$ cat config.mk
export PLATFORM = sky130hd
export DESIGN_NAME = palette_index_encoder
export DESIGN_NICKNAME = d
export VERILOG_FILES = /design/src/rtl/palette_pkg.sv /design/src/rtl/palette_dist.sv /design/src/rtl/palette_index_encoder.sv
export SDC_FILE = /design/constraint.sdc
export NUM_CORES = 1
export LEC_CHECK = 0
export CAP_MARGIN = 20
export CORE_ASPECT_RATIO = 1.75
export CORE_UTILIZATION = 45
export CTS_CLUSTER_DIAMETER = 40
export CTS_CLUSTER_SIZE = 14
export DETAILED_ROUTE_END_ITERATION = 7
export PLACE_DENSITY = 0.69
export SETUP_SLACK_MARGIN = 0.2
export SLEW_MARGIN = 5
export SYNTH_ARGS = -nofsm -noshare
export SYNTH_HDL_FRONTEND = slang
export SYNTH_HIERARCHICAL = 1
export SYNTH_SLANG_ARGS = --single-unit
$ cat constraint.sdc
create_clock -name Clk -period 9 [get_ports Clk]
set_input_delay 1.8 -clock Clk [delete_from_list [all_inputs] [get_ports Clk]]
set_output_delay 1.8 -clock Clk [all_outputs]
set_load 0.02 [all_outputs]
$ cat src/rtl/palette_pkg.sv
// Shared types and constants for the palette index encoder: colour struct,
// palette depth, distance width, default palette contents and FSM states.
package palette_pkg;

  typedef struct packed {
    logic [3:0] r;
    logic [3:0] g;
    logic [3:0] b;
  } rgb12_t;

  localparam int PAL_DEPTH = 16;
  localparam int DIST_W    = 10;
  localparam int IDX_W     = 4;

  localparam rgb12_t DEFAULT_PALETTE [0:PAL_DEPTH-1] = '{
    12'h332, 12'h863, 12'hCCA, 12'h000, 12'h887, 12'h544, 12'h210, 12'h655,
    12'h642, 12'hEEC, 12'h443, 12'h963, 12'h221, 12'h776, 12'hA98, 12'h852
  };

  typedef enum logic [1:0] {
    IDLE,
    SCAN,
    DONE
  } state_t;

endpackage

$ cat src/rtl/palette_dist.sv
// Combinational squared Euclidean distance between two 12-bit RGB colours.
// Maximum result is 3*15^2 = 675, so DIST_W bits never overflow.
module palette_dist
  import palette_pkg::*;
(
  input  rgb12_t              colour_a_i,
  input  rgb12_t              colour_b_i,
  output logic [DIST_W-1:0]   dist_o
);

  logic [3:0] ch_a [3];
  logic [3:0] ch_b [3];
  logic [7:0] sq   [3];

  assign ch_a[0] = colour_a_i.r;
  assign ch_a[1] = colour_a_i.g;
  assign ch_a[2] = colour_a_i.b;
  assign ch_b[0] = colour_b_i.r;
  assign ch_b[1] = colour_b_i.g;
  assign ch_b[2] = colour_b_i.b;

  generate
    for (genvar gi = 0; gi < 3; gi++) begin : g_chan
      logic signed [4:0] diff;
      logic [3:0]        mag;
      assign diff = $signed({1'b0, ch_a[gi]}) - $signed({1'b0, ch_b[gi]});
      // Magnitude of the signed difference; squaring the magnitude keeps the product unsigned.
      assign mag    = diff[4] ? (~diff[3:0] + 4'd1) : diff[3:0];
      assign sq[gi] = {4'b0, mag} * {4'b0, mag};
    end
  endgenerate

  assign dist_o = DIST_W'(sq[0]) + DIST_W'(sq[1]) + DIST_W'(sq[2]);

endmodule

$ cat src/rtl/palette_index_encoder.sv
// Nearest-palette-entry encoder: scans one palette entry per clock and returns
// the lowest index with minimum squared distance. Palette is writable in IDLE.
module palette_index_encoder
  import palette_pkg::*;
(
  input  logic              Clk,
  input  logic              Reset,
  input  logic              in_valid,
  input  logic [3:0]        in_red,
  input  logic [3:0]        in_green,
  input  logic [3:0]        in_blue,
  output logic              in_ready,
  output logic              out_valid,
  input  logic              out_ready,
  output logic [IDX_W-1:0]  out_index,
  output logic [DIST_W-1:0] out_dist,
  input  logic              pal_we,
  input  logic [IDX_W-1:0]  pal_waddr,
  input  logic [11:0]       pal_wdata,
  output logic              pal_wready
);

  state_t              state_q;
  logic [IDX_W-1:0]    cnt_q;
  rgb12_t              colour_q;
  logic [DIST_W-1:0]   best_dist_q, best_dist_d;
  logic [IDX_W-1:0]    best_idx_q, best_idx_d;
  logic                out_valid_q;
  logic [IDX_W-1:0]    out_index_q;
  logic [DIST_W-1:0]   out_dist_q;
  rgb12_t              palette_q [PAL_DEPTH];
  logic [DIST_W-1:0]   cand_dist;
  logic                pal_wr_en;

  assign pal_wr_en = pal_we && (state_q == IDLE);

  generate
    for (genvar gi = 0; gi < PAL_DEPTH; gi++) begin : g_pal
      always_ff @(posedge Clk) begin
        if (Reset) begin
          palette_q[gi] <= DEFAULT_PALETTE[gi];
        end else if (pal_wr_en && (pal_waddr == IDX_W'(gi))) begin
          palette_q[gi] <= pal_wdata;
        end
      end
    end
  endgenerate

  palette_dist u_dist (
    .colour_a_i (colour_q),
    .colour_b_i (palette_q[cnt_q]),
    .dist_o     (cand_dist)
  );

  // Strict less-than keeps the earlier (lower) index on ties.
  always_comb begin
    best_dist_d = best_dist_q;
    best_idx_d  = best_idx_q;
    if (cand_dist < best_dist_q) begin
      best_dist_d = cand_dist;
      best_idx_d  = cnt_q;
    end
  end

  always_ff @(posedge Clk) begin
    if (Reset) begin
      state_q     <= IDLE;
      cnt_q       <= '0;
      colour_q    <= '0;
      best_dist_q <= '1;
      best_idx_q  <= '0;
      out_valid_q <= 1'b0;
      out_index_q <= '0;
      out_dist_q  <= '0;
    end else begin
      case (state_q)
        IDLE: begin
          if (in_valid) begin
            colour_q    <= {in_red, in_green, in_blue};
            cnt_q       <= '0;
            best_dist_q <= '1;
            best_idx_q  <= '0;
            state_q     <= SCAN;
          end
        end
        SCAN: begin
          best_dist_q <= best_dist_d;
          best_idx_q  <= best_idx_d;
          cnt_q       <= cnt_q + 1'b1;
          if (cnt_q == IDX_W'(PAL_DEPTH - 1)) begin
            state_q     <= DONE;
            out_valid_q <= 1'b1;
            out_index_q <= best_idx_d;
            out_dist_q  <= best_dist_d;
          end
        end
        DONE: begin
          if (out_ready) begin
            state_q     <= IDLE;
            out_valid_q <= 1'b0;
          end
        end
        default: state_q <= IDLE;
      endcase
    end
  end

  assign in_ready   = (state_q == IDLE);
  assign pal_wready = (state_q == IDLE);
  assign out_valid  = out_valid_q;
  assign out_index  = out_index_q;
  assign out_dist   = out_dist_q;

endmodule

==> impl_metrics.yaml, run 1 <==
clock_network:
  clk_pin_slew_worst_paths_ps: 60
  clock_latency_ps: 550
  cts_hold_buf: 0
  cts_made_buffers: 26
  cts_buffer_depth: 3
  htreeDepth: 1
  clock_sinks: 243
  cts_root_buf: "clkbuf_16"
  cts_tree: "done"
logic_synthesis:
  syn_area_um2: 13100
  synth_area_per_cell_um2: 12.2
  synth_seq_cells: 243
  ys_seq_area_frac: 0.517
  synth_edf_count: 192
  syn_nets: 1182
  synth-main-ff-cell: "edfxtp_1"
  synth_cell_types: 66
  yosys_warnings: 6
  async_reset_ff_frac: 0
  syn_inst: 1074
worst_hold_path:
  min_path_cells: 2
  hp-start: "colour_q[8]"
  whs_endpoint: "colour_q[8]"
  hp-class: "flip-flop to flip-flop"
critical_path:
  path_class: "flip-flop to flip-flop"
  slowest_stage: "mux4_2"
  crit_top_cell: "fa_1"
  startpoint_type: "flip-flop"
  r2r_end: "out_dist[8]"
  path_buf_inv: 7
  worstPathMaxFanout: 14
  reg2reg_depth: 30
  cp.arrival_ps: 8960
  cp.required_ps: 9450
  end_kind: "flip-flop"
  crit_family: "adder cells"
  regToRegSetupSlack_ps: 490
  cpPeakStageDelay_ps: 560
grt:
  grt_pass1_wl_um: 50500
  grt_usage: 0.230
  grt_max_degree: 46
  busiest_layer: "met2"
  grt_pass1_vias: 8932
  grt_use_met2: 0.427
  grt_antenna_before_repair: 0
  use_met3: 0.0218
  gr-usage-met1: 0.236
  grt_overflow: 0
detailed_routing:
  viasPerCell: 5.73
  ant_nets: 0
  finalWirelength_um: 33300
  drtIter0Drc: 672
  via_count: 8720
  post-route-drc-count: 0
  wl_per_cell_um: 21.9
  drt_pre_antenna_iters: 5
timing:
  rsz0062_at_grt: "false"
  finalSetupViolCount: 0
  clock_skew_ps: 14.6
  maxSlewViolCount: 0
  tns_ps: 0
  tightest_slew_ps: 1120
  fmax_mhz: 117
  final-hold-violation-count: 0
  post-route-min-period_ps: 8510
  relSlewSlack: 0.254
  timing.hold.ws_ps: 454
  fin_crit_sh: 0.946
power:
  leakagePower_nw: 5.51
  ir_worst_vdd_v: 0.000380
  power_density_nw_per_um2: 331
  power_w: 0.00500
floorplan:
  core_um2: 28600
  die_height_um: 228
  boundaryPins: 50
  die_w_um: 131
  start_util: 0.458
  dieArea_um2: 29900
  num_rows: 82
finish:
  nets: 1236
  fill_cells: 2418
  stdcell_area_um2: 15100
  diodes: 0
  drive_above_1_share: 0.152
  syn2layout_area_growth_pct: 15.2
placement:
  dp.final_hpwl_um: 24500
  place_area_um2: 14200
  io_buffers: 49
  gp_congestion: 0.924
status:
  outcome: "completed"
run:
  drv_cap: 0
-- registers in the layout, summed over array words and instances, names as in the netlist, named ones only --
signal,cells
best_idx_q,4
best_dist_q,10
out_dist,10
out_index,4
state_q,2
colour_q,12
palette_q,192
out_valid,1
cnt_q,4
-- metal layers --
layer | vias up | routed length [um]
met5 | - | 0
met4 | 0 | 2310
met3 | 112 | 1170
met2 | 255 | 18400
met1 | 4337 | 11400
li1 | 4016 | -
-- logic make-up after synthesis --
kind of cell | Yosys count | synth area share
flip-flops | 243 | 0.517
AND/OR/NAND/NOR | 397 | 0.163
adder cells (fa/ha/maj) | 75 | 0.0864
multiplexers | 77 | 0.116
AO/OA/AOI/OAI | 137 | 0.0678
XOR/XNOR | 8 | 0.00639
buffers and inverters | 137 | 0.0425
-- worst min-delay path: stages (launching register included) --
cell     delay [ps]
dfxtp_1         310
nand2_1          50
a21oi_1          50
-- final cells by class --
cell class,instances,area (um2),area share
well taps,378,473,0.0313
clock buffers,29,662,0.0438
inverters,73,274,0.0181
multi-input cells,694,5870,0.388
repair buffers,90,863,0.0571
clock inverters,16,178,0.0118
flip-flops and latches,243,6790,0.449
-- per-stage QoR --
stage,setup WS [ps],utilization,cells
final,486,0.528,1523
after detailed placement,54.2,0.495,1476
after CTS,240,0.525,1521
after global placement,263,0.495,1476
after global routing,208,0.528,1523
after floorplan,317,-,1074
-- synthesized netlist by cell type, types with 5 or more instances --
| cell type | count | area share |
|---|---|---|
| edfxtp_1 | 192 | 0.44 |
| and2_1 | 120 | 0.057 |
| nor2_1 | 81 | 0.023 |
| or3_1 | 76 | 0.036 |
| inv_1 | 72 | 0.021 |
| mux4_2 | 60 | 0.10 |
| nand2_1 | 53 | 0.015 |
| clkbuf_1 | 52 | 0.015 |
| dfxtp_1 | 51 | 0.078 |
| ha_1 | 49 | 0.047 |
| a21oi_1 | 40 | 0.015 |
| o21ai_0 | 30 | 0.011 |
| fa_1 | 26 | 0.040 |
| nand3_1 | 25 | 0.0095 |
| mux2i_1 | 15 | 0.011 |
| a21o_1 | 13 | 0.0074 |
| a311oi_1 | 12 | 0.0080 |
| nor3_1 | 10 | 0.0038 |
| nand2b_1 | 8 | 0.0038 |
| a211oi_1 | 7 | 0.0040 |
| o31ai_1 | 6 | 0.0034 |
| and3_1 | 5 | 0.0024 |
| xor2_1 | 5 | 0.0033 |
-- layout by cell type, fill, tap and decap left out, types with 3 or more instances in the layout --
cell type and count:
xor2_1 5, nand2b_1 7, clkinvlp_4 3, buf_4 34
clkbuf_16 26, ha_1 48, clkbuf_1 3, inv_1 72
o31ai_2 5, dfxtp_1 49, and2_1 120, nand2_1 53
nand3_1 24, o211ai_1 4, or3_1 76, mux2i_1 15
a311oi_1 10, edfxtp_1 192, nor2_1 81, nor3_1 8
nand3b_1 3, buf_12 5, o21ai_1 7, o21ai_0 27
a21o_1 13, clkdlybuf4s50_1 48, mux4_2 60, fa_1 24
a21oi_1 38, and3_1 5, a211oi_1 7
-- repair_timing --
| action | 4_1_cts | 5_1_grt |
|---|---|---|
| buffers inserted | 0 | 2 |
| resized for setup | 4 | 15 |
| setup endpoints to repair | 24 | 28 |
-- worst max path at each step --
| stage | start | to | slack [ps] | cells past startpoint |
|---|---|---|---|---|
| after global placement | flip-flop | out_dist[3] | 260 | 29 |
| after detailed placement | flip-flop | out_dist[1] | 50 | 29 |
| final | flip-flop | out_dist[8] | 490 | 30 |
| after global routing | flip-flop | out_dist[5] | 210 | 30 |
| after CTS | flip-flop | best_dist_q[0] | 240 | 31 |
| after floorplan | flip-flop | best_dist_q[0] | 320 | 29 |
-- report_power, final --
part           internal [W]  total (W)  switching (W)
clock              0.000596    0.00106       0.000460
sequential          0.00125    0.00127      0.0000208
combinational       0.00107    0.00267        0.00160
total               0.00291    0.00500        0.00208
No activity file was read; power rests on OpenSTA's default activity.
==> run 2, diff against run 1 <==
--- a/config.mk
+++ b/config.mk
@@ -12,7 +12,6 @@
 export CTS_CLUSTER_SIZE = 14
 export DETAILED_ROUTE_END_ITERATION = 7
 export PLACE_DENSITY = 0.69
-export SETUP_SLACK_MARGIN = 0.2
 export SLEW_MARGIN = 5
 export SYNTH_ARGS = -nofsm -noshare
 export SYNTH_HDL_FRONTEND = slang
==> run 2 against run 1 <==
Net effect: clock skew about the same; first-iteration DRC count down 8.6%; critical path type unchanged; flip-flop and latch count unchanged; fmax down 1.3%; routed wire length down 0.35%; setup slack worse by 110 ps.
==> impl_metrics.yaml, run 2 (synthesis gave the netlist of run 1 again) <==
status:
  outcome: "completed"
timing:
  rsz0062_at_grt: "false"
  fmax_mhz: 116
  tns_ps: 0
  clock_skew_ps: 14.2
  timing.hold.ws_ps: 453
  tightest_slew_ps: 1130
  post-route-min-period_ps: 8630
  maxSlewViolCount: 0
  relSlewSlack: 0.247
  final-hold-violation-count: 0
  fin_crit_sh: 0.959
  finalSetupViolCount: 0
detailed_routing:
  viasPerCell: 5.69
  via_count: 8662
  post-route-drc-count: 0
  finalWirelength_um: 33200
  drtIter0Drc: 614
  drt_pre_antenna_iters: 5
  ant_nets: 0
  wl_per_cell_um: 21.8
critical_path:
  cp.arrival_ps: 9050
  worstPathMaxFanout: 14
  path_class: "flip-flop to flip-flop"
  end_kind: "flip-flop"
  cp.required_ps: 9420
  crit_top_cell: "fa_1"
  slowest_stage: "mux4_2"
  regToRegSetupSlack_ps: 370
  startpoint_type: "flip-flop"
  cpPeakStageDelay_ps: 560
placement:
  place_area_um2: 14200
  gp_congestion: 0.924
  io_buffers: 49
  dp.final_hpwl_um: 24500
power:
  power_w: 0.00486
  leakagePower_nw: 5.49
  ir_worst_vdd_v: 0.000383
  power_density_nw_per_um2: 323
floorplan:
  core_um2: 28600
  num_rows: 82
  start_util: 0.458
  die_height_um: 228
  boundaryPins: 50
  dieArea_um2: 29900
  die_w_um: 131
finish:
  diodes: 0
  top_regs: "palette_q: 192 flops, colour_q: 12 flops"
  final_cell_mix: "192 x edfxtp_1, 120 x and2_1, 81 x nor2_1, 76 x or3_1, 72 x inv_1"
  final_util: 0.526
  syn2layout_area_growth_pct: 14.8
  drive_above_1_share: 0.143
  fill_cells: 2426
  regMostFlops: "palette_q"
  final_common_cell: "edfxtp_1"
  largest_reg_flops: 192
  stdcell_area_um2: 15100
  multi_input_area_um2: 5810
  nets: 1236
  register_area_um2: 6790
grt:
  grt_usage: 0.230
  grt_pass1_wl_um: 50400
  grt_overflow: 0
  grt_antenna_before_repair: 0
  grt_pass1_vias: 8921
  grt_max_degree: 46
clock_network:
  clock_latency_ps: 550
  htreeDepth: 1
  cts_tree: "done"
  cts_buffer_depth: 3
  cts_root_buf: "clkbuf_16"
  cts_made_buffers: 26
  clk_pin_slew_worst_paths_ps: 60
  clock_sinks: 243
run:
  drv_cap: 0
worst_hold_path:
  hp-class: "flip-flop to flip-flop"
## run 2: changes by cell type in the layout (fill, tap and decap cells not counted), moves of 2 or more
cell and change:
nor3_2 -2, fa_1 +2, fa_2 -2, nor3_1 +2
## run 2: path summary, 6_finish.rpt
path / cells after the start / end / from
min: 2 / colour_q[8] / colour_q[8]
max: 31 / best_dist_q[4] / flip-flop
max reg2reg: 31 / best_dist_q[4] / flip-flop
min reg2reg: 2 / colour_q[8] / colour_q[8]
## run 2: routing by layer
metal  vias to the layer above  GRT usage  wire [um]
met4                         0      0.158       2320
met1                      4284      0.236      11500
li1                       4012          -          -
met5                         -          0          0
met2                       257      0.424      18200
met3                       109     0.0218       1120
## run 2: what timing repair did
action | CTS | global route
hold buffers | 0 | 0
gates resized for setup | 0 | 7
endpoints found under the hold margin | 0 | 0
buffers inserted | 0 | 2
setup endpoints to repair | 0 | 27
## run 2: metrics by stage
stage | instances | worst slack, ps
after floorplan | 1074 | 317
after global placement | 1476 | 263
after detailed placement | 1476 | 54.2
after CTS | 1521 | 16.9
after global routing | 1523 | 40.7
final | 1523 | 373
## run 2: report_power, final
group | internal, W | switching [W] | total [W]
Sequential | 0.00125 | 0.0000209 | 0.00127
Clock | 0.000596 | 0.000460 | 0.00106
Combinational | 0.000991 | 0.00154 | 0.00253
Total | 0.00284 | 0.00202 | 0.00486
## run 2: final cells by class
class	instances	area share
clock inverters	16	0.0118
well taps	378	0.0314
flip-flops and latches	243	0.451
inverters	73	0.0182
clock buffers	29	0.0440
repair buffers	90	0.0571
multi-input cells	694	0.386
## run 2: worst max-delay path: cells and delay by family (launching register included)
family / cells / cell delay, ps
flops: 1 / 390
mux: 3 / 1180
fa+ha+maj: 9 / 3700
buf+inv: 7 / 840
compound gates: 6 / 1030
simple gates: 6 / 1330
==> RTL change 1, RTL diff (flow settings as in run 2) <==
Reset style: asynchronous (`Reset`), changed in 2 clocked blocks.
--- a/src/rtl/palette_index_encoder.sv
+++ b/src/rtl/palette_index_encoder.sv
@@ -37,5 +37,5 @@
   generate
     for (genvar gi = 0; gi < PAL_DEPTH; gi++) begin : g_pal
-      always_ff @(posedge Clk) begin
+      always_ff @(posedge Clk or posedge Reset) begin
         if (Reset) begin
           palette_q[gi] <= DEFAULT_PALETTE[gi];
@@ -63,5 +63,5 @@
   end
 
-  always_ff @(posedge Clk) begin
+  always_ff @(posedge Clk or posedge Reset) begin
     if (Reset) begin
       state_q     <= IDLE;
Function: differs if Reset is asserted again (counterexample within 4 cycles, from zero or initial values and one cycle with Reset high); with Reset held inactive, the same outputs for 10 cycles.
==> RTL change 1 against run 2 <==
- cell area rose by 0.91%
- sequential cell count fell by 4
- critical path depth fell by 5
- non-clock buffer count fell by 7
- final cell count fell by 1.1%
- setup slack improved by 0.010 ns
- routed wire length fell by 5.2%
- synthesized area rose by 2.6%
- core utilization fell by 0.90 points
- synthesized cell count fell by 1.0%
- maximum frequency rose by 0.12%
- critical path type unchanged
- critical endpoint is now best_dist_q[7]
Power is not shown: default switching activity piles up to over one toggle a cycle in this logic, so the estimate is an artifact.
==> RTL change 1: results (changes against run 2) <==
Critical path
The peak fanout along the critical path is 12 (-2).

STA
The hold slack is 0.478 ns (+0.0250 ns). The transition at the pin with the smallest max-transition slack came to 1.05 ns (-0.0800 ns). The final setup skew is 0.0168 ns (+0.00263 ns).

Synthesis
The adder-cell share of the synthesized area was 8.42% (-0.22 points). The multiplexer area fraction after synthesis is 26.6% (+15 points). The XOR/XNOR share of the synthesized area was 0.855% (+0.22 points). The most used flip-flop cell after synthesis is sky130_fd_sc_hd__dfrtp_1. The net count of the mapped netlist is 1171 (-0.93%). The share of flip-flops with an asynchronous set or reset is 100% (+100 points). The synthesized area per cell is 12.7 sq um (+3.7%).

The number of unique standard cell types used by synthesis came to 67 (+1.5%). After synthesis, the cell types taking the most area are sky130_fd_sc_hd__dfrtp_1 (29%), sky130_fd_sc_hd__dfstp_2 (17%), sky130_fd_sc_hd__mux2_2 (15%), sky130_fd_sc_hd__mux4_2 (10%), sky130_fd_sc_hd__ha_1 (4.6%). Counting instances in the post-synthesis netlist gives the leading cell types as sky130_fd_sc_hd__mux2_2 (183), sky130_fd_sc_hd__dfrtp_1 (154), sky130_fd_sc_hd__dfstp_2 (85).

Cells and area
The share of cells above drive strength 1 is 38.3% (+24 points).

Global route
The met2 routing resource usage after global routing is 40.0% (-2.4 points). The pin count of the biggest net entering global routing was 144 (+210%). The via count of the first global-routing pass was 8971 (+0.56%). The met3 usage is 1.87% (-0.31 points). The first-pass GRT wire length is 49.9 mm (-1.0%).

Hold path
The path with the worst hold slack has its endpoint at out_dist[2].

Placed design
The post-detailed-placement half-perimeter wirelength was 21.4 mm (-13%). The post-placement worst setup slack is 0.0875 ns (+0.0333 ns). The weighted congestion at the end of routability-driven global placement was 0.905 (-2.1%).

Routing
The via count is 8655 (-0.081%). The detailed route wirelength on metal3 came to 847 um (-24%). The detailed-routed wire length on met2 is 17.4 mm (-4.3%). The iteration-0 DRC count of the detailed router is 399 (-35%).

Outcome
The flow ran to the end, and the final reports show no timing, DRC or antenna violations.
RTL change 1: cell count changes after synthesis, moves of 21 or more:
cell	change
sky130_fd_sc_hd__and2_1	-118
sky130_fd_sc_hd__buf_2	+21
sky130_fd_sc_hd__clkbuf_1	-23
sky130_fd_sc_hd__dfrtp_1	+154
sky130_fd_sc_hd__dfstp_2	+85
sky130_fd_sc_hd__dfxtp_1	-51
sky130_fd_sc_hd__edfxtp_1	-192
sky130_fd_sc_hd__mux2_2	+181
sky130_fd_sc_hd__nand2_1	+30
sky130_fd_sc_hd__nor2_1	-33
sky130_fd_sc_hd__or3_1	-76
RTL change 1: cell families (layout without fill, tap and decap cells):
logic type	count (synthesis)	after routing
adders and majority gates	75	75
and+or+nand+nor	238	238
muxes	255	255
xor gates and xnor gates	10	10
DFF	239	239
buffers and inverters	139	200
AOI/OAI and AO/OA	107	107
RTL change 1: worst max path at each step:
stage	from	endpoint	slack (ns)	cells past startpoint
after floorplan	Reset	best_idx_q[0]	0.78	1
after global placement	cnt_q[0]	best_idx_q[3]	0.16	27
after detailed placement	cnt_q[0]	best_idx_q[0]	0.09	28
after CTS	cnt_q[0]	best_dist_q[7]	0.10	27
after global routing	cnt_q[1]	best_idx_q[3]	-0.004	27
final	cnt_q[1]	best_dist_q[7]	0.38	26
RTL change 1: area by class of cell:
cell class                 instances  area (sq um)
timing repair buffer              83           782
fill                            2481         14200
multi-input combinational        685          6770
clock buffer                      37           711
clock inverter                     7          73.8
inverter                          73           282
sequential                       239          6090
tap                              382           478
RTL change 1: worst max-delay path, cell delays in order (launching register included):
cell and delay [ns]:
sky130_fd_sc_hd__dfrtp_4 0.58, sky130_fd_sc_hd__mux4_2 0.55, sky130_fd_sc_hd__mux4_2 0.49, sky130_fd_sc_hd__ha_1 0.25
sky130_fd_sc_hd__fa_1 0.54, sky130_fd_sc_hd__ha_1 0.25, sky130_fd_sc_hd__o32a_1 0.40, sky130_fd_sc_hd__inv_1 0.12
sky130_fd_sc_hd__nand2_1 0.11, sky130_fd_sc_hd__fa_1 0.52, sky130_fd_sc_hd__inv_1 0.05, sky130_fd_sc_hd__fa_1 0.40
sky130_fd_sc_hd__fa_1 0.54, sky130_fd_sc_hd__inv_1 0.05, sky130_fd_sc_hd__fa_1 0.49, sky130_fd_sc_hd__inv_1 0.05
sky130_fd_sc_hd__fa_1 0.48, sky130_fd_sc_hd__ha_1 0.34, sky130_fd_sc_hd__a31oi_1 0.12, sky130_fd_sc_hd__o21ai_0 0.29
sky130_fd_sc_hd__xor2_1 0.33, sky130_fd_sc_hd__ha_1 0.32, sky130_fd_sc_hd__a211o_1 0.26, sky130_fd_sc_hd__o211ai_1 0.13
sky130_fd_sc_hd__o311a_1 0.23, sky130_fd_sc_hd__nand2_1 0.29, sky130_fd_sc_hd__a211oi_1 0.33
==> RTL change 2, RTL diff (settings of run 2) <==
Without the edit above. Change the package constant `IDX_W` from 4 to 3.
--- a/src/rtl/palette_pkg.sv
+++ b/src/rtl/palette_pkg.sv
@@ -11,5 +11,5 @@
   localparam int PAL_DEPTH = 16;
   localparam int DIST_W    = 10;
-  localparam int IDX_W     = 4;
+  localparam int IDX_W     = 3;
 
   localparam rgb12_t DEFAULT_PALETTE [0:PAL_DEPTH-1] = '{
Ports: changed (resized out_index and pal_waddr); port bits go from 50 to 48. The function was not compared with the original's and may differ.
==> RTL change 2 against run 2 <==
- setup slack improved by 0.13 ns
- routed wire length decreased by 41%
- sequential cell count decreased by 100
- count of clock-buffer cells in the layout decreased by 10
- synthesized area decreased by 34%
- critical endpoint is now best_dist_q[0]
- core utilization increased by 1.0 points
- cell area decreased by 34%
- largest cell class is now multi-input gates
Power is not shown: default switching activity piles up to over one toggle a cycle in this logic, so the estimate is an artifact.
==> RTL change 2: results (changes against run 2) <==
Global route
The first-pass GRT wire length is 31.3 mm (-38%). The met1 track demand over resource in global routing is 20.4% (-3.2 points). The global router's overall resource usage came to 21.1% (-1.8 points). The met3 usage is 2.92% (+0.74 points). The pin count of the biggest net entering global routing is 60 (+30%).

STA
The final setup skew is 0.00542 ns (-0.00875 ns). The relative slew slack is 33.2% (+8.4 points). The least setup slack across all paths after layout was 0.498 ns (+0.125 ns). The hold slack is 0.456 ns (+0.00305 ns).

Synthesis
In the post-synthesis netlist, the biggest area contributors are sky130_fd_sc_hd__edfxtp_1 (33%), sky130_fd_sc_hd__dfxtp_1 (11%), sky130_fd_sc_hd__ha_1 (7.3%), sky130_fd_sc_hd__mux4_2 (6.3%), sky130_fd_sc_hd__fa_1 (6.0%). The cell count after synthesis is 783 (-27%). The net count of the mapped netlist is 891 (-25%). The number of unique standard cell types used by synthesis came to 64 (-3.0%). Sorting the synthesized cells by how often they occur yields sky130_fd_sc_hd__edfxtp_1 (96), sky130_fd_sc_hd__inv_1 (70), sky130_fd_sc_hd__and2_1 (66). The number of flops mapped to enable cells by yosys is 96 (-50%). The sequential-to-total area share from yosys stat is 44.4% (-7.4 points).

Cells and area
Relative to the synthesized area, the layout overhead comes to 16.0%. The number of clock buffers in the layout was 19 (-34%). The number of flip-flops under the largest register name came to 96 (-50%). The number of nets in the layout is 942 (-24%). The relative area of non-clock buffer cells in the final design was 6.48% (+0.77 points). The largest registers in the layout are palette_q: 96 flops, colour_q: 12 flops. The share of cells above drive strength 1 is 11.7% (-2.6 points). The multi-input combinational area share is 43.6% (+5.0 points). The layout inverter count without the clock tree came to 70 (-4.1%). The area of all placed cells without fillers is 10000 sq um (-34%). The clock network area share is 6.04% (+0.46 points).

Routing
The wire length on met1 is 6.87 mm (-41%). The iteration-0 DRC count of the detailed router is 212 (-65%). The aggregate routed wire length was 19.4 mm (-41%). The detailed-routed wire length on met2 is 11.6 mm (-36%). The detailed route wirelength on metal3 is 419 um (-62%). The length of the first detailed-routing pass in iterations is 4 (-1). The via count is 5933 (-32%).

Critical path
The data arrival at the endpoint of the critical path is 8.85 ns (-0.20 ns). The peak fanout along the critical path was 24 (+10). The slowest stage of the critical path belongs to the cell sky130_fd_sc_hd__fa_1. The capturing point of the worst reg2reg path is best_dist_q[0]. The count of cells along the worst register-to-register path is 28 (-9.7%).

Outcome
The run finished with clean final reports.

Placed design
The post-placement worst setup slack is 0.523 ns (+0.469 ns). The post-detailed-placement half-perimeter wirelength came to 15.0 mm (-39%). The count of buffers inserted at the top-level ports is 47 (-4.1%).

The instance count after placement with tap cells included is 1052 (-29%). The weighted congestion at the end of routability-driven global placement is 0.847 (-8.3%).

CTS
The buffer levels on the longest clock path is 2 (-1). The CTS buffer count is 17 (-35%). The depth of the CTS H-tree is 4 (+3).
[RTL change 2: cell count changes in the layout (fill, tap and decap cells not counted), moves of 8 or more]
cell                        change
sky130_fd_sc_hd__nand2b_1      +17
sky130_fd_sc_hd__clkbuf_16      -9
sky130_fd_sc_hd__and2_1        -54
sky130_fd_sc_hd__mux2_2        +11
sky130_fd_sc_hd__or3_1         -57
sky130_fd_sc_hd__o21bai_1       +8
sky130_fd_sc_hd__mux4_2        -36
sky130_fd_sc_hd__edfxtp_1      -96
sky130_fd_sc_hd__buf_4         -16
sky130_fd_sc_hd__nor2_1        -19
[RTL change 2: logic make-up after synthesis]
group / after synthesis / synth area share (%)
fa+ha+maj: 76 / 13.3
simple gates: 277 / 17.0
compound gates: 120 / 9.44
mux: 52 / 9.71
flops: 143 / 44.4
xor+xnor: 9 / 1.23
buf+inv: 106 / 4.99
